--- config.mk ---
export PLATFORM = sky130hd
export DESIGN_NAME = muldiv_unit
export DESIGN_NICKNAME = d
export VERILOG_FILES = /design/src/rtl/muldiv_unit_pkg.sv /design/src/rtl/muldiv_step.sv /design/src/rtl/muldiv_unit.sv
export SDC_FILE = /design/constraint.sdc
export NUM_CORES = 1
export LEC_CHECK = 0
export BUFFER_PORTS_ARGS = -buffer_cell sky130_fd_sc_hd__buf_2
export CORE_ASPECT_RATIO = 1.4
export CORE_MARGIN = 10
export CORE_UTILIZATION = 63
export CTS_BUF_LIST = sky130_fd_sc_hd__clkbuf_8 sky130_fd_sc_hd__clkbuf_16
export DETAILED_ROUTE_END_ITERATION = 10
export MAX_ROUTING_LAYER = met4
export PLACE_DENSITY_LB_ADDON = 0.2
export SYNTH_ARGS = -nofsm -noshare
export SYNTH_HDL_FRONTEND = slang
export SYNTH_SLANG_ARGS = --single-unit
--- constraint.sdc ---
create_clock -name clock -period 3.5 [get_ports clock]
set_input_delay 0.35 -clock clock [delete_from_list [all_inputs] [get_ports clock]]
set_output_delay 0.35 -clock clock [all_outputs]
set_load 0.005 [all_outputs]
--- src/rtl/muldiv_unit_pkg.sv ---
// muldiv_unit_pkg: RV32M ALU function codes, muldiv state enum and decode helpers
package muldiv_unit_pkg;
  localparam logic [4:0] ALU_MUL    = 5'd16;
  localparam logic [4:0] ALU_MULH   = 5'd17;
  localparam logic [4:0] ALU_MULHSU = 5'd18;
  localparam logic [4:0] ALU_MULHU  = 5'd19;
  localparam logic [4:0] ALU_DIV    = 5'd20;
  localparam logic [4:0] ALU_DIVU   = 5'd21;
  localparam logic [4:0] ALU_REM    = 5'd22;
  localparam logic [4:0] ALU_REMU   = 5'd23;
  localparam int MULDIV_CNT_W = $clog2(32);
  typedef enum logic [1:0] {S_IDLE, S_CALC, S_FIX, S_DONE} muldiv_state_t;
  function automatic logic is_m(input logic [4:0] f);
    return f inside {ALU_MUL, ALU_MULH, ALU_MULHSU, ALU_MULHU, ALU_DIV, ALU_DIVU, ALU_REM, ALU_REMU};
  endfunction
  function automatic logic is_div(input logic [4:0] f);
    return f inside {ALU_DIV, ALU_DIVU, ALU_REM, ALU_REMU};
  endfunction
  function automatic logic sgn_a(input logic [4:0] f);
    return f inside {ALU_MULH, ALU_MULHSU, ALU_DIV, ALU_REM};
  endfunction
  function automatic logic sgn_b(input logic [4:0] f);
    return f inside {ALU_MULH, ALU_DIV, ALU_REM};
  endfunction
endpackage

--- src/rtl/muldiv_step.sv ---
// muldiv_step: one radix-2 iteration, shift-add multiply or restoring divide on {hi, lo}
module muldiv_step #(
  parameter int XLEN = 32
) (
  input  logic              div,
  input  logic [2*XLEN-1:0] acc,
  input  logic [XLEN-1:0]   opnd,
  output logic [2*XLEN-1:0] acc_nxt
);
  logic [XLEN:0] sum, sh, diff;
  assign sum = {1'b0, acc[2*XLEN-1:XLEN]} + (acc[0] ? {1'b0, opnd} : '0);
  assign sh = acc[2*XLEN-1:XLEN-1];
  // the partial remainder stays below 2*divisor, so diff[XLEN] is exactly the borrow
  assign diff = sh - {1'b0, opnd};
  assign acc_nxt = div ? {diff[XLEN] ? sh[XLEN-1:0] : diff[XLEN-1:0], acc[XLEN-2:0], ~diff[XLEN]}
                       : {sum, acc[XLEN-1:1]};
endmodule

--- src/rtl/muldiv_unit.sv ---
// muldiv_unit: iterative RV32M multiply/divide unit
// define MULDIV_EARLY_OUT_EN to skip CALC for divide-by-zero, signed overflow and multiply by zero
module muldiv_unit
  import muldiv_unit_pkg::*;
#(
  parameter int XLEN = 32
) (
  input  logic            clock,
  input  logic            reset_n,
  input  logic            start,
  input  logic            kill,
  input  logic [4:0]      alu_function,
  input  logic [XLEN-1:0] operand_a,
  input  logic [XLEN-1:0] operand_b,
  output logic            busy,
  output logic            done,
  output logic [XLEN-1:0] result
);
  localparam int CW = $clog2(XLEN);
  muldiv_state_t state;
  logic [CW-1:0] cnt;
  logic [2*XLEN-1:0] acc, acc_nxt, prod, init_acc, eo_acc;
  logic [XLEN-1:0] opnd, mag_a, mag_b, quo, rem, fix_res;
  logic [4:0] fn;
  logic sa, sb, bz, neg_a, neg_b, dv, fdv, accept, eo;
  assign dv = is_div(alu_function);
  assign fdv = is_div(fn);
  assign neg_a = sgn_a(alu_function) & operand_a[XLEN-1];
  assign neg_b = sgn_b(alu_function) & operand_b[XLEN-1];
  assign mag_a = neg_a ? -operand_a : operand_a;
  assign mag_b = neg_b ? -operand_b : operand_b;
  assign accept = (state == S_IDLE || state == S_DONE) && start && !kill && is_m(alu_function);
  assign init_acc = {{XLEN{1'b0}}, dv ? mag_a : mag_b};
`ifdef MULDIV_EARLY_OUT_EN
  logic ovf;
  assign ovf = sgn_b(alu_function) && operand_a == {1'b1, {(XLEN-1){1'b0}}} && &operand_b;
  assign eo = operand_b == '0 || (dv && ovf);
  // preload the accumulator with what CALC would have produced
  assign eo_acc = !dv ? '0 : operand_b == '0 ? {mag_a, {XLEN{1'b1}}}
                                             : {{XLEN{1'b0}}, 1'b1, {(XLEN-1){1'b0}}};
`else
  assign eo = 1'b0;
  assign eo_acc = init_acc;
`endif
  muldiv_step #(.XLEN(XLEN)) u_step (.div(fdv), .acc(acc), .opnd(opnd), .acc_nxt(acc_nxt));
  assign prod = (sa ^ sb) ? -acc : acc;
  assign quo = acc[XLEN-1:0];
  assign rem = acc[2*XLEN-1:XLEN];
  assign fix_res = fn == ALU_MUL  ? prod[XLEN-1:0] :
                   !fdv           ? prod[2*XLEN-1:XLEN] :
                   fn == ALU_DIV  ? (bz ? '1 : (sa ^ sb) ? -quo : quo) :
                   fn == ALU_DIVU ? quo :
                   fn == ALU_REM  ? (sa ? -rem : rem) : rem;
  always_ff @(posedge clock or negedge reset_n) begin
    if (!reset_n) begin
      state <= S_IDLE;
      cnt <= '0;
      acc <= '0;
      opnd <= '0;
      fn <= '0;
      sa <= 1'b0;
      sb <= 1'b0;
      bz <= 1'b0;
      busy <= 1'b0;
      done <= 1'b0;
      result <= '0;
    end else begin
      done <= 1'b0;
      if (accept) begin
        fn <= alu_function;
        sa <= neg_a;
        sb <= neg_b;
        bz <= operand_b == '0;
        opnd <= dv ? mag_b : mag_a;
        acc <= eo ? eo_acc : init_acc;
        cnt <= CW'(XLEN - 1);
        state <= eo ? S_FIX : S_CALC;
        busy <= 1'b1;
      end else if (kill && busy) begin
        state <= S_IDLE;
        busy <= 1'b0;
      end else if (state == S_CALC) begin
        acc <= acc_nxt;
        cnt <= cnt - 1'b1;
        if (cnt == '0) state <= S_FIX;
      end else if (state == S_FIX) begin
        result <= fix_res;
        state <= S_DONE;
        done <= 1'b1;
        busy <= 1'b0;
      end else begin
        state <= S_IDLE;
      end
    end
  end
endmodule

Word-level counts from Yosys, hierarchy flattened
Index checks and enable logic that the tools add are counted.
{"block": "totals", "out_inout_bits": 34, "regBits": 145, "rom_bits": 0, "latchBits": 0, "ramBits": 0, "word_cells": 99, "mem_count": 0}
{"block": "op_classes", "n_bitwise": 7, "addsub": 8, "magnitude_cmp": 0, "n_shift": 0, "reduce_logical": 19, "n_mul": 0, "eq_ne": 19, "div": 0, "muxes": 35}
{"operator": "two-way mux 32 bit", "n": 14}
{"operator": "two-way mux 64 bit", "n": 5}
{"operator": "negation 32 bit", "n": 4}
{"operator": "equality test 5 bit (second input constant)", "n": 13}
{"operator": "negation 64 bit", "n": 1}
{"operator": "adder 32 x 33 -> 33 bit", "n": 1}
{"operator": "subtractor 33 x 32 -> 33 bit", "n": 1}
{"operator": "logical NOT 32 bit", "n": 1}
{"operator": "two-way mux 5 bit", "n": 3}
{"operator": "nonzero test 4 bit", "n": 3}
{"operator": "two-way mux 2 bit", "n": 5}
{"operator": "two-way mux 1 bit", "n": 8}
{"operator": "nonzero test 8 bit", "n": 1}
{"operator": "nonzero test 3 bit", "n": 2}
{"operator": "logical NOT 5 bit", "n": 1}
{"operator": "subtractor 5 x 1 -> 5 bit (second input constant)", "n": 1}
{"operator": "equality test 2 bit (second input constant)", "n": 2}
{"operator": "logical AND 1 bit", "n": 4}
{"operator": "inequality test 4 x 3 -> 1 bit (second input constant)", "n": 1}
{"operator": "inverter 1 bit", "n": 4}
{"operator": "AND reduction 2 bit", "n": 2}
{"operator": "AND reduction 4 bit", "n": 1}
{"operator": "inequality test 3 bit (second input constant)", "n": 1}
{"operator": "AND 1 bit", "n": 2}
{"operator": "7 further kinds", "n": 7}

Depth between registers and ports, before layout
Gate-level depths: netlist of run 1.
{"block": "logic_depth", "depth_word": 7, "depth_mapped": 14, "mapped_depth_nobuf": 13}

Modules after synthesis
A second synthesis of run 1 with hierarchy kept.
{"block": "hier_totals", "cells_unflattened": 2113, "hier_area_um2": 15984.1}
{"mod": "muldiv_unit", "instances": 1, "cells_each": 1425, "seq_area_each_um2": 3628.5, "area_each_um2": 11163.2}
{"mod": "muldiv_step", "instances": 1, "cells_each": 688, "seq_area_each_um2": 0.0, "area_each_um2": 4820.9}

Worst setup path after synthesis of run 1
No wires, ideal clock.
{"block": "synth_timing", "kind": "reg2reg", "startpoint": "register acc[0]", "endpoint": "register acc[61]", "period_less_slack_ns": 3.113, "setup_time_ns": 0.122, "path_stages_with_launch": 15, "setup_slack_ns": 0.387, "required_time_ns": 3.378, "arrival_time_ns": 2.991, "path_cell_list": "dfrtp_1 inv_1 clkbuf_1 nor2_1 ha_1 clkbuf_1 and3_1 and2_1 a31o_2 o21bai_1 and4_1 nor3_1 nor2_1 a211o_1 a32o_1"}
{"block": "synth_between", "elab_chain_len": 6}
{"item": "start: declaration", "line_no": "muldiv_unit.sv:22", "text": "logic [2*XLEN-1:0] acc, acc_nxt, prod, init_acc, eo_acc;"}
{"item": "start signal: assignment", "line_no": "muldiv_unit.sv:75", "text": "acc <= eo ? eo_acc : init_acc;"}
{"item": "start signal: assignment", "line_no": "muldiv_unit.sv:83", "text": "acc <= acc_nxt;"}
{"item": "two-way mux 32 bit", "line_no": "muldiv_step.sv:11", "text": "assign sum = {1'b0, acc[2*XLEN-1:XLEN]} + (acc[0] ? {1'b0, opnd} : '0);"}
{"item": "adder 32 x 33 -> 33 bit", "line_no": "muldiv_step.sv:11"}
{"item": "two-way mux 64 bit", "line_no": "muldiv_step.sv:15", "text": "assign acc_nxt = div ? {diff[XLEN] ? sh[XLEN-1:0] : diff[XLEN-1:0], acc[XLEN-2:0], ~diff[XLEN]}"}
{"item": "two-way mux 64 bit", "line_no": "muldiv_unit.sv:82", "text": "end else if (state == S_CALC) begin"}
{"item": "two-way mux 64 bit", "line_no": "muldiv_unit.sv:79", "text": "end else if (kill && busy) begin"}
{"item": "two-way mux 64 bit", "line_no": "muldiv_unit.sv:69", "text": "if (accept) begin"}
No other way between the ends. The select of a mux whose other input is x is not followed.
A chain may end at the register's enable or synchronous reset.

Worst setup path after layout of run 1
{"block": "layout_timing", "startpoint": "register acc[33]", "endpoint": "register acc[57]"}
{"block": "layout_between", "elab_chain_len": 6, "word_cells_on_any_way": 7, "classes_between": "2 x add/sub; 5 x mux"}
{"item": "subtractor 33 x 32 -> 33 bit", "line_no": "muldiv_step.sv:14", "text": "assign diff = sh - {1'b0, opnd};"}
{"item": "two-way mux 32 bit", "line_no": "muldiv_step.sv:15"}
{"item": "two-way mux 64 bit *", "line_no": "muldiv_step.sv:15"}
{"item": "two-way mux 64 bit *", "line_no": "muldiv_unit.sv:82"}
{"item": "two-way mux 64 bit *", "line_no": "muldiv_unit.sv:79"}
{"item": "two-way mux 64 bit *", "line_no": "muldiv_unit.sv:69"}
Mark *: on every way between the ends. The rest lies on a longest branch, timed or not. The select of a mux whose other input is x is not followed.

==> results of run 1 <==
-- path summary, 6_finish.rpt --
path	end	slack, ns	cells after the start
setup reg to reg	acc[57]	0.13	11
max in group asynchronous	sa	2.08	3
min in group asynchronous	result[8]	0.50	2
hold reg to reg	result[4]	0.48	2
hold / removal	fn[0]	0.13	3
setup / recovery	acc[57]	0.13	11
-- report_power, final --
group | total (mW) | internal, mW | leakage (nW) | switching, mW
clock | 1.96 | 1.14 | 0.301 | 0.817
sequential | 3.30 | 2.42 | 1.83 | 0.886
combinational | 11.5 | 4.31 | 5.33 | 7.15
total | 16.7 | 7.87 | 7.46 | 8.86
-- Yosys cell counts, types with 5 or more instances --
| cell type | instances | area [um^2] |
|---|---|---|
| sky130_fd_sc_hd__nor3_1 | 49 | 245 |
| sky130_fd_sc_hd__a211oi_1 | 17 | 128 |
| sky130_fd_sc_hd__or4_1 | 13 | 97.6 |
| sky130_fd_sc_hd__xor2_1 | 99 | 867 |
| sky130_fd_sc_hd__clkbuf_1 | 138 | 518 |
| sky130_fd_sc_hd__a21oi_1 | 179 | 896 |
| sky130_fd_sc_hd__a221o_1 | 6 | 60.1 |
| sky130_fd_sc_hd__nor2b_1 | 10 | 62.6 |
| sky130_fd_sc_hd__o31ai_1 | 25 | 188 |
| sky130_fd_sc_hd__buf_1 | 11 | 41.3 |
| sky130_fd_sc_hd__nor2_1 | 179 | 672 |
| sky130_fd_sc_hd__ha_1 | 73 | 913 |
| sky130_fd_sc_hd__inv_1 | 62 | 233 |
| sky130_fd_sc_hd__xnor2_1 | 101 | 885 |
| sky130_fd_sc_hd__and4_1 | 6 | 52.6 |
| sky130_fd_sc_hd__and3_1 | 8 | 50.1 |
| sky130_fd_sc_hd__or2_2 | 8 | 50.1 |
| sky130_fd_sc_hd__dfrtp_1 | 145 | 3630 |
| sky130_fd_sc_hd__a31oi_1 | 35 | 219 |
| sky130_fd_sc_hd__o211ai_1 | 25 | 188 |
| sky130_fd_sc_hd__nor3b_1 | 6 | 45.0 |
| sky130_fd_sc_hd__o22ai_1 | 11 | 68.8 |
| sky130_fd_sc_hd__and2_1 | 16 | 100 |
| sky130_fd_sc_hd__a22o_1 | 8 | 70.1 |
| sky130_fd_sc_hd__or3_1 | 9 | 56.3 |
| sky130_fd_sc_hd__o21bai_1 | 9 | 67.6 |
| sky130_fd_sc_hd__nand3_1 | 41 | 205 |
| sky130_fd_sc_hd__o41ai_1 | 11 | 96.3 |
| sky130_fd_sc_hd__nor4_1 | 16 | 100 |
| sky130_fd_sc_hd__nand2b_1 | 21 | 131 |
| sky130_fd_sc_hd__o21ai_0 | 190 | 951 |
| sky130_fd_sc_hd__buf_2 | 9 | 45.0 |
| sky130_fd_sc_hd__mux2i_1 | 25 | 250 |
| sky130_fd_sc_hd__o221ai_1 | 19 | 166 |
| sky130_fd_sc_hd__a21o_1 | 26 | 195 |
| sky130_fd_sc_hd__nand4_1 | 13 | 81.3 |
| sky130_fd_sc_hd__nand3b_1 | 5 | 37.5 |
| sky130_fd_sc_hd__o21ai_1 | 21 | 105 |
| sky130_fd_sc_hd__o21a_1 | 11 | 82.6 |
| sky130_fd_sc_hd__a221oi_1 | 12 | 105 |
| sky130_fd_sc_hd__nand2_1 | 281 | 1050 |
| sky130_fd_sc_hd__a22oi_1 | 27 | 203 |
-- layout by cell type (no fill, tap or decap), types with 25 or more instances in the layout --
cell type and n:
sky130_fd_sc_hd__buf_2 105, sky130_fd_sc_hd__nand2_1 281, sky130_fd_sc_hd__nor3_1 47, sky130_fd_sc_hd__a31oi_1 35
sky130_fd_sc_hd__xor2_1 98, sky130_fd_sc_hd__nand3_1 41, sky130_fd_sc_hd__ha_1 73, sky130_fd_sc_hd__xnor2_1 100
sky130_fd_sc_hd__buf_4 94, sky130_fd_sc_hd__mux2i_1 25, sky130_fd_sc_hd__nor2_1 176, sky130_fd_sc_hd__dfrtp_1 144
sky130_fd_sc_hd__o211ai_1 25, sky130_fd_sc_hd__o21ai_0 189, sky130_fd_sc_hd__a21oi_1 179, sky130_fd_sc_hd__a21o_1 26
sky130_fd_sc_hd__inv_1 65, sky130_fd_sc_hd__a22oi_1 27
-- cell families (layout without fill, tap and decap cells) --
kind of cell,after synthesis,count (layout)
xor+xnor,200,200
simple gates,698,698
buf+inv,223,303
fa+ha+maj,75,75
compound gates,684,684
mux,28,28
other cells,0,1
flops,145,145
-- worst max-delay path, stage by stage (launching register included) --
cell                        delay, ns
sky130_fd_sc_hd__dfrtp_1         0.50
sky130_fd_sc_hd__ha_1            0.40
sky130_fd_sc_hd__nor2b_1         0.18
sky130_fd_sc_hd__o31a_1          0.28
sky130_fd_sc_hd__o21a_1          0.24
sky130_fd_sc_hd__o2111ai_1       0.25
sky130_fd_sc_hd__nand2_1         0.19
sky130_fd_sc_hd__o311ai_4        0.40
sky130_fd_sc_hd__buf_12          0.25
sky130_fd_sc_hd__mux2i_1         0.19
sky130_fd_sc_hd__o21ai_0         0.15
sky130_fd_sc_hd__a22o_1          0.23
-- per-layer routing --
metal / wire length [um] / up-vias / share of wire (%) / global-route usage, %
li1: - / 7505 / - / -
met1: 21000 / 7898 / 35 / 43.2
met2: 28000 / 1138 / 46 / 61.8
met3: 5700 / 334 / 9.4 / 7.81
met4: 5620 / 0 / 9.3 / 30.9
met5: 0 / - / 0 / -
-- registers in the layout, summed over array words and instances (netlist names) --
| signal | flops |
|---|---|
| done | 1 |
| fn | 5 |
| result | 32 |
| opnd | 32 |
| acc | 64 |
| sb | 1 |
| state | 2 |
| sa | 1 |
| bz | 1 |
| cnt | 5 |
| busy | 1 |
-- cell type report --
cell class | count | area (um^2)
clock inverter | 14 | 165
inverter | 63 | 236
sequential | 145 | 3630
fill | 1935 | 6550
timing repair buffer | 208 | 1390
clock buffer | 18 | 439
multi-input combinational | 1685 | 10600
antenna | 1 | 2.50
tap | 306 | 383
-- per-stage QoR --
| step | std cells | total power, mW | hold slack, ns |
|---|---|---|---|
| 6_report | 2440 | 16.7 | 0.128 |
| 5_1_grt | 2440 | 17.7 | 0.144 |
| 4_1_cts | 2439 | 16.2 | 0.129 |
| 3_5_place_dp | 2406 | 14.2 | 0.428 |
| 3_3_place_gp | 2406 | 14.0 | 0.431 |
| 2_1_floorplan | 2053 | 10.5 | 0.0544 |
-- timing repair --
action                                  CTS  global route
hold buffers                              1             0
endpoints found under the setup margin    0             8
hold endpoints to repair                 50             0
gates resized for setup                   0             7
==> out/summary.log, run 1 <==
[status] run status complete, no violations
[logic_synthesis] share of the synthesized netlist area taken by xor and xnor gates 11.7%
[placement] pre-CTS setup slack 0.173 ns
[placement] routability cong. 1.12
[worst_hold_path] hold path start alu_function[0]
[floorplan] die outline area 30,400 um^2
[logic_synthesis] largest family of logic cells by synthesized area compound AO/OA/AOI/OAI gates
[logic_synthesis] instance count of the mapped netlist 2,053
[clock_tree] number of buffers on the longest clock path 2
[sta] worst slew slack as a fraction of its limit 26.4%
[global_routing] overall fraction of global-route tracks in use 39.6%
[worst_hold_path] Hold/Removal Path Class input port to flip-flop
[critical_path] startpoint of the lowest-slack register-to-register path acc[33]
[floorplan] Top-Level Pins 107
[critical_path] data arrival time of the critical path 3.72 ns
[global_routing] number of global-route vias before repair 16,078
[sta] worst clock skew 0.0141 ns
[sta] pin slew with the least headroom to its limit 1.10 ns
[logic_synthesis] cell area after synthesis 15,000 um^2
[layout] Nets 2,268
[sta] RSZ-0062 raised after global routing yes
[sta] final worst path period need 3.37 ns
[placement] IO Port Bufs 106
[route] total routed wirelength 60,400 um
[critical_path] Crit path required time 3.85 ns
[logic_synthesis] prevailing post-synth register cell sky130_fd_sc_hd__dfrtp_1
[logic_synthesis] mean cell area of the mapped netlist 7.30 um^2
[logic_synthesis] post-synthesis compound-gate area fraction 28.6%
[logic_synthesis] Post-synth EDFFs 0
[clock_tree] total number of clock tree sinks 145
[route] DRC violation total after the first TritonRoute iteration 2,141
[floorplan] starting density of the core 64.1%
[route] WL/cell 24.7 um
[sta] setup TNS after final layout 0 ns
[logic_synthesis] share of flip-flops with an asynchronous set or reset after synthesis 100%
[sta] Peak Freq 0.296 GHz
[sta] count of pins over their slew limit 0
[clock_tree] CTS root buf sky130_fd_sc_hd__clkbuf_16
[layout] post-route design area 16,800 um^2
[critical_path] Critical Path Fanout Max 32
[layout] fraction of final layout cells sized beyond drive strength 1 12.9%
[clock_tree] H-Tree Depth 4
[critical_path] startpoint of the most critical setup path acc[33]
[logic_synthesis] mux share of post-synthesis cell area 1.90%
[layout] fraction of the core area covered by cells at the end of the flow 72.0%
[run] max-cap viol count 0
[route] Antenna Violating Nets Remaining 0
[floorplan] row count 66
[logic_synthesis] Yosys warnings 0
[clock_tree] clock tree from TritonCTS done
[global_routing] Overflow after GRT 0
[sta] Worst Slack Setup Final 0.126 ns
[logic_synthesis] post-synthesis register bit count 145
[clock_tree] Inserted Clock Buffers 17
[clock_tree] insertion delay of the later-clocked pin in the worst-skew pair 0.46 ns
[power_and_ir_drop] IR drop worst, VDD 691 uV
[logic_synthesis] Cell variety after synth 82
[sta] final count of negative-setup-slack endpoints 0
[clock_tree] post-CTS setup buffer count 0
[route] average via count per standard cell 6.92
[critical_path] element type at the critical path end flip-flop
[sta] final worst-path cycle share 96.4%
[placement] area of placed instances 16,200 um^2
[critical_path] path type of the worst setup path flip-flop to flip-flop
[route] number of iterations in the first detailed-routing pass 6
[logic_synthesis] area share of fa/ha/maj cells after synthesis 6.36%
[power_and_ir_drop] leakage 7.46 nW
[logic_synthesis] number of nets produced by synthesis 2,201
[floorplan] floorplan die height 202 um
[floorplan] Core Area 23,400 um^2
[layout] Syn-to-layout area delta 12.3%
[route] number of remaining DRC errors 0
[logic_synthesis] simple-gate share of the synthesized area 21.5%
[global_routing] initial antenna violation count 1
[global_routing] pin count of the biggest net entering global routing 98
[global_routing] wire length of the first global-routing pass 91,600 um
[critical_path] nature of the critical path startpoint flip-flop
[sta] total count of hold-check failures in the final report 0
[floorplan] Die Wd 150 um
[placement] post-DP HPWL 45,800 um
[clock_tree] clock edge transition at the registers on the reported setup and hold paths 0.07 ns
[route] total vias in the final route 16,875
[logic_synthesis] sequential element share of the synthesized area 24.2%
[power_and_ir_drop] power density normalized to cell area 994 nW/um^2
Note: power is estimated with default switching activity, not from simulation.
==> run 2: changes to the inputs <==
CORE_UTILIZATION = 25   (was 63)
==> run 2 against run 1 <==
Via count fell by 5.0%; clock skew increased by 0.00071 ns; flip-flop and latch count unchanged; register-to-register slack better by 0.02 ns.
==> out/summary.log, run 2 (synthesized netlist as in run 1, its figures left out) <==
[floorplan] starting density of the core 25.2% [-39 points]
[worst_hold_path] Hold/Removal Path Class input port to flip-flop
[sta] Peak Freq 0.298 GHz [+0.54%]
[clock_tree] clock tree from TritonCTS done
[route] DRC violation total after the first TritonRoute iteration 1,240 [-42%]
[placement] IO Port Bufs 106 [unchanged]
[critical_path] data arrival time of the critical path 3.75 ns [+0.03 ns]
[layout] Nets 2,327 [+2.6%]
[critical_path] startpoint of the lowest-slack register-to-register path acc[17]
[critical_path] critical-path cell list or4_4 > or4_4 > nor3b_4 > nand3_1 > o21ai_1 > xor2_1 > a21oi_1 > a2bb2oi_1 > o22a_1
[floorplan] Top-Level Pins 107 [unchanged]
[layout] most common cell after layout, fill and taps aside sky130_fd_sc_hd__nand2_1
[power_and_ir_drop] share of power burned in combinational logic 71.2% [+2.7 points]
[route] total vias in the final route 16,037 [-5.0%]
[sta] RSZ-0062 raised after global routing no
[route] met2 wirelength from detailed routing 35,600 um [+27%]
[global_routing] Overflow after GRT 0 [unchanged]
[route] routed length on met1 27,700 um [+32%]
[route] total routed wirelength 70,800 um [+17%]
[layout] max reg flops 64 [unchanged]
[critical_path] startpoint of the most critical setup path acc[17]
[worst_hold_path] hold endpoint bz
[critical_path] worst r2r dst result[18]
[power_and_ir_drop] IR drop worst, VDD 472 uV [-32%]
[route] WL/cell 24.0 um [-3.0%]
[floorplan] row count 106 [+61%]
[critical_path] cell type group with the largest total delay on the critical path simple AND/OR/NAND/NOR gates
[worst_hold_path] hold path start operand_b[31]
[route] Antenna Violating Nets Remaining 0 [unchanged]
[critical_path] nature of the critical path startpoint flip-flop
[critical_path] number of cells on the worst reg-to-reg path 9 [-2]
[sta] count of pins over their slew limit 0 [unchanged]
[layout] register with the most flip-flops acc
[global_routing] pin count of the biggest net entering global routing 98 [unchanged]
[placement] instance count after placement with tap cells included 2,912 [+21%]
[placement] routability cong. 0.961 [-14%]
[placement] post-DP HPWL 56,500 um [+23%]
[sta] final worst path period need 3.36 ns [-0.0181 ns]
[power_and_ir_drop] power share of the clock group 11.3% [-0.4 points]
[floorplan] floorplan die height 310 um [+53%]
[route] number of iterations in the first detailed-routing pass 5 [-1]
[critical_path] element type at the critical path end flip-flop
[layout] final cell count without fillers 2,953 [+21%]
[clock_tree] insertion delay of the later-clocked pin in the worst-skew pair 0.46 ns [about the same]
[sta] final worst-path cycle share 95.9% [-0.52 points]
[route] highest layer used for signal routing met4
[layout] total of fill cells in the finished design 6,494 [+240%]
[critical_path] Worst path slowest cell sky130_fd_sc_hd__or4_4
[layout] most used cells in the layout excluding fill and tap cells sky130_fd_sc_hd__nand2_1, sky130_fd_sc_hd__o21ai_0, sky130_fd_sc_hd__a21oi_1
[layout] largest registers in the final layout acc: 64 flops, opnd: 32 flops, result: 32 flops
[floorplan] Die Wd 227 um [+51%]
[floorplan] Core Area 59,500 um^2 [+150%]
[power_and_ir_drop] power density normalized to cell area 957 nW/um^2 [-3.8%]
[floorplan] die outline area 70,300 um^2 [+130%]
[layout] fraction of final layout cells sized beyond drive strength 1 16.0% [+3.1 points]
[clock_tree] CTS root buf sky130_fd_sc_hd__clkbuf_16
[sta] total count of hold-check failures in the final report 0 [unchanged]
[power_and_ir_drop] switching part of the total 53.1% [+0.13 points]
[sta] final count of negative-setup-slack endpoints 0 [unchanged]
[worst_hold_path] Hold Path Cell Cnt 2 [-1]
[route] average via count per standard cell 5.43 [-21%]
[route] number of remaining DRC errors 0 [unchanged]
[power_and_ir_drop] leakage 7.75 nW [+3.9%]
[sta] worst slew slack as a fraction of its limit 28.0% [+1.6 points]
[power_and_ir_drop] cell-internal power 8.02 mW [+1.9%]
[critical_path] total buffers and inverters traversed by the critical path 0 [-1]
[clock_tree] clock edge transition at the registers on the reported setup and hold paths 0.07 ns [about the same]
[run] max-cap viol count 0 [unchanged]
[clock_tree] H-Tree Depth 4 [unchanged]
[critical_path] largest stage delay on the critical path 0.64 ns [+0.14 ns]
[critical_path] Crit path required time 3.90 ns [+0.05 ns]
[global_routing] wire length of the first global-routing pass 103,000 um [+13%]
[power_and_ir_drop] sw power 9.08 mW [+2.5%]
[status] run status complete, no violations
[placement] pre-CTS setup slack -0.164 ns [-0.337 ns]
[global_routing] number of global-route vias before repair 15,715 [-2.3%]
[sta] pin slew with the least headroom to its limit 1.07 ns [-0.0327 ns]
[global_routing] initial antenna violation count 4 [+3]
[clock_tree] total number of clock tree sinks 145 [unchanged]
[global_routing] overall fraction of global-route tracks in use 20.1% [-19 points]
[route] total met3 wirelength after detailed routing 3070 um [-46%]
[power_and_ir_drop] fraction of power consumed by sequential logic 17.5% [-2.3 points]
[layout] Syn-to-layout area delta 19.3%
[critical_path] slack of the worst reg-to-reg path 0.14 ns [+0.02 ns]
[critical_path] path type of the worst setup path flip-flop to flip-flop
[critical_path] Critical Path Fanout Max 5 [-84%]
[sta] Worst Slack Setup Final 0.144 ns [+0.0181 ns]
[critical_path] most used cell, CP sky130_fd_sc_hd__or4_4
[sta] worst clock skew 0.0148 ns [+0.000711 ns]
[clock_tree] Inserted Clock Buffers 17 [unchanged]
[clock_tree] number of buffers on the longest clock path 2 [unchanged]
-- run 2: cell types whose count changed in the layout (fill, tap and decap cells not counted), moves of 2 or more --
cell                        before  now
sky130_fd_sc_hd__inv_6           2    4
sky130_fd_sc_hd__buf_12          7    4
sky130_fd_sc_hd__nor3_2          2    5
sky130_fd_sc_hd__nor3_1         47   44
sky130_fd_sc_hd__inv_1          65   61
sky130_fd_sc_hd__diode_2         1    5
sky130_fd_sc_hd__bufinv_16       3    1
sky130_fd_sc_hd__buf_4          94  155
sky130_fd_sc_hd__inv_8           0    3
-- run 2: how the worst max path moves through the flow --
| stage | slack (ns) | cells after the start | to |
|---|---|---|---|
| final | 0.14 | 9 | result[18] |
| after global routing | 0.01 | 12 | acc[47] |
| after CTS | 0.01 | 13 | acc[47] |
| after detailed placement | -0.16 | 12 | acc[56] |
| after global placement | -0.14 | 12 | acc[56] |
| after floorplan | 0.39 | 14 | acc[61] |
-- run 2: what timing repair did --
item,in CTS,in global routing
setup buffers,1,1
hold endpoints to repair,50,0
pin swaps,1,1
hold buffers,1,0
cloned,0,1
gates resized for setup,3,18
endpoints found under the setup margin,2,21
-- run 2: power by group through the flow --
stage	clock network [mW]	registers (mW)	logic [mW]
2_1_floorplan	0	2.86	7.65
3_3_place_gp	0	3.02	11.8
3_5_place_dp	0	3.03	11.8
4_1_cts	1.98	3.00	11.9
5_1_grt	2.05	3.09	13.2
6_report	1.94	2.99	12.2
-- run 2: layer usage --
metal,GRT usage [%],vias up
met1,22.2,7821
li1,-,7631
met5,-,-
met2,34.6,467
met3,2.22,118
met4,11.8,0
-- run 2: worst register-to-register path: stages (launching register included) --
cell and delay, ns:
sky130_fd_sc_hd__dfrtp_1 0.39, sky130_fd_sc_hd__or4_4 0.64, sky130_fd_sc_hd__or4_4 0.54, sky130_fd_sc_hd__nor3b_4 0.30, sky130_fd_sc_hd__nand3_1 0.37, sky130_fd_sc_hd__o21ai_1 0.28, sky130_fd_sc_hd__xor2_1 0.10, sky130_fd_sc_hd__a21oi_1 0.30
sky130_fd_sc_hd__a2bb2oi_1 0.21, sky130_fd_sc_hd__o22a_1 0.15
-- run 2: metrics by stage --
stage	utilization [%]	cell area, um^2	TNS (ns)	power (mW)	hold WS [ns]
after floorplan	-	15000	0	10.5	0.0544
after global placement	28.8	17100	-0.150	14.9	0.454
after detailed placement	28.8	17100	-0.173	14.8	0.463
after CTS	29.8	17800	0	16.9	0.166
after global routing	30.0	17900	0	18.3	0.182
final	30.0	17900	0	17.1	0.180
-- run 2: cell type report --
class,instances,area (um^2),area share [%]
multi-input combinational,1685,10600,59.5
sequential,145,3630,20.3
timing repair buffer,267,1820,10.2
tap,756,946,5.29
clock buffer,19,453,2.53
inverter,63,236,1.32
clock inverter,13,141,0.791
antenna,5,12.5,0.0700
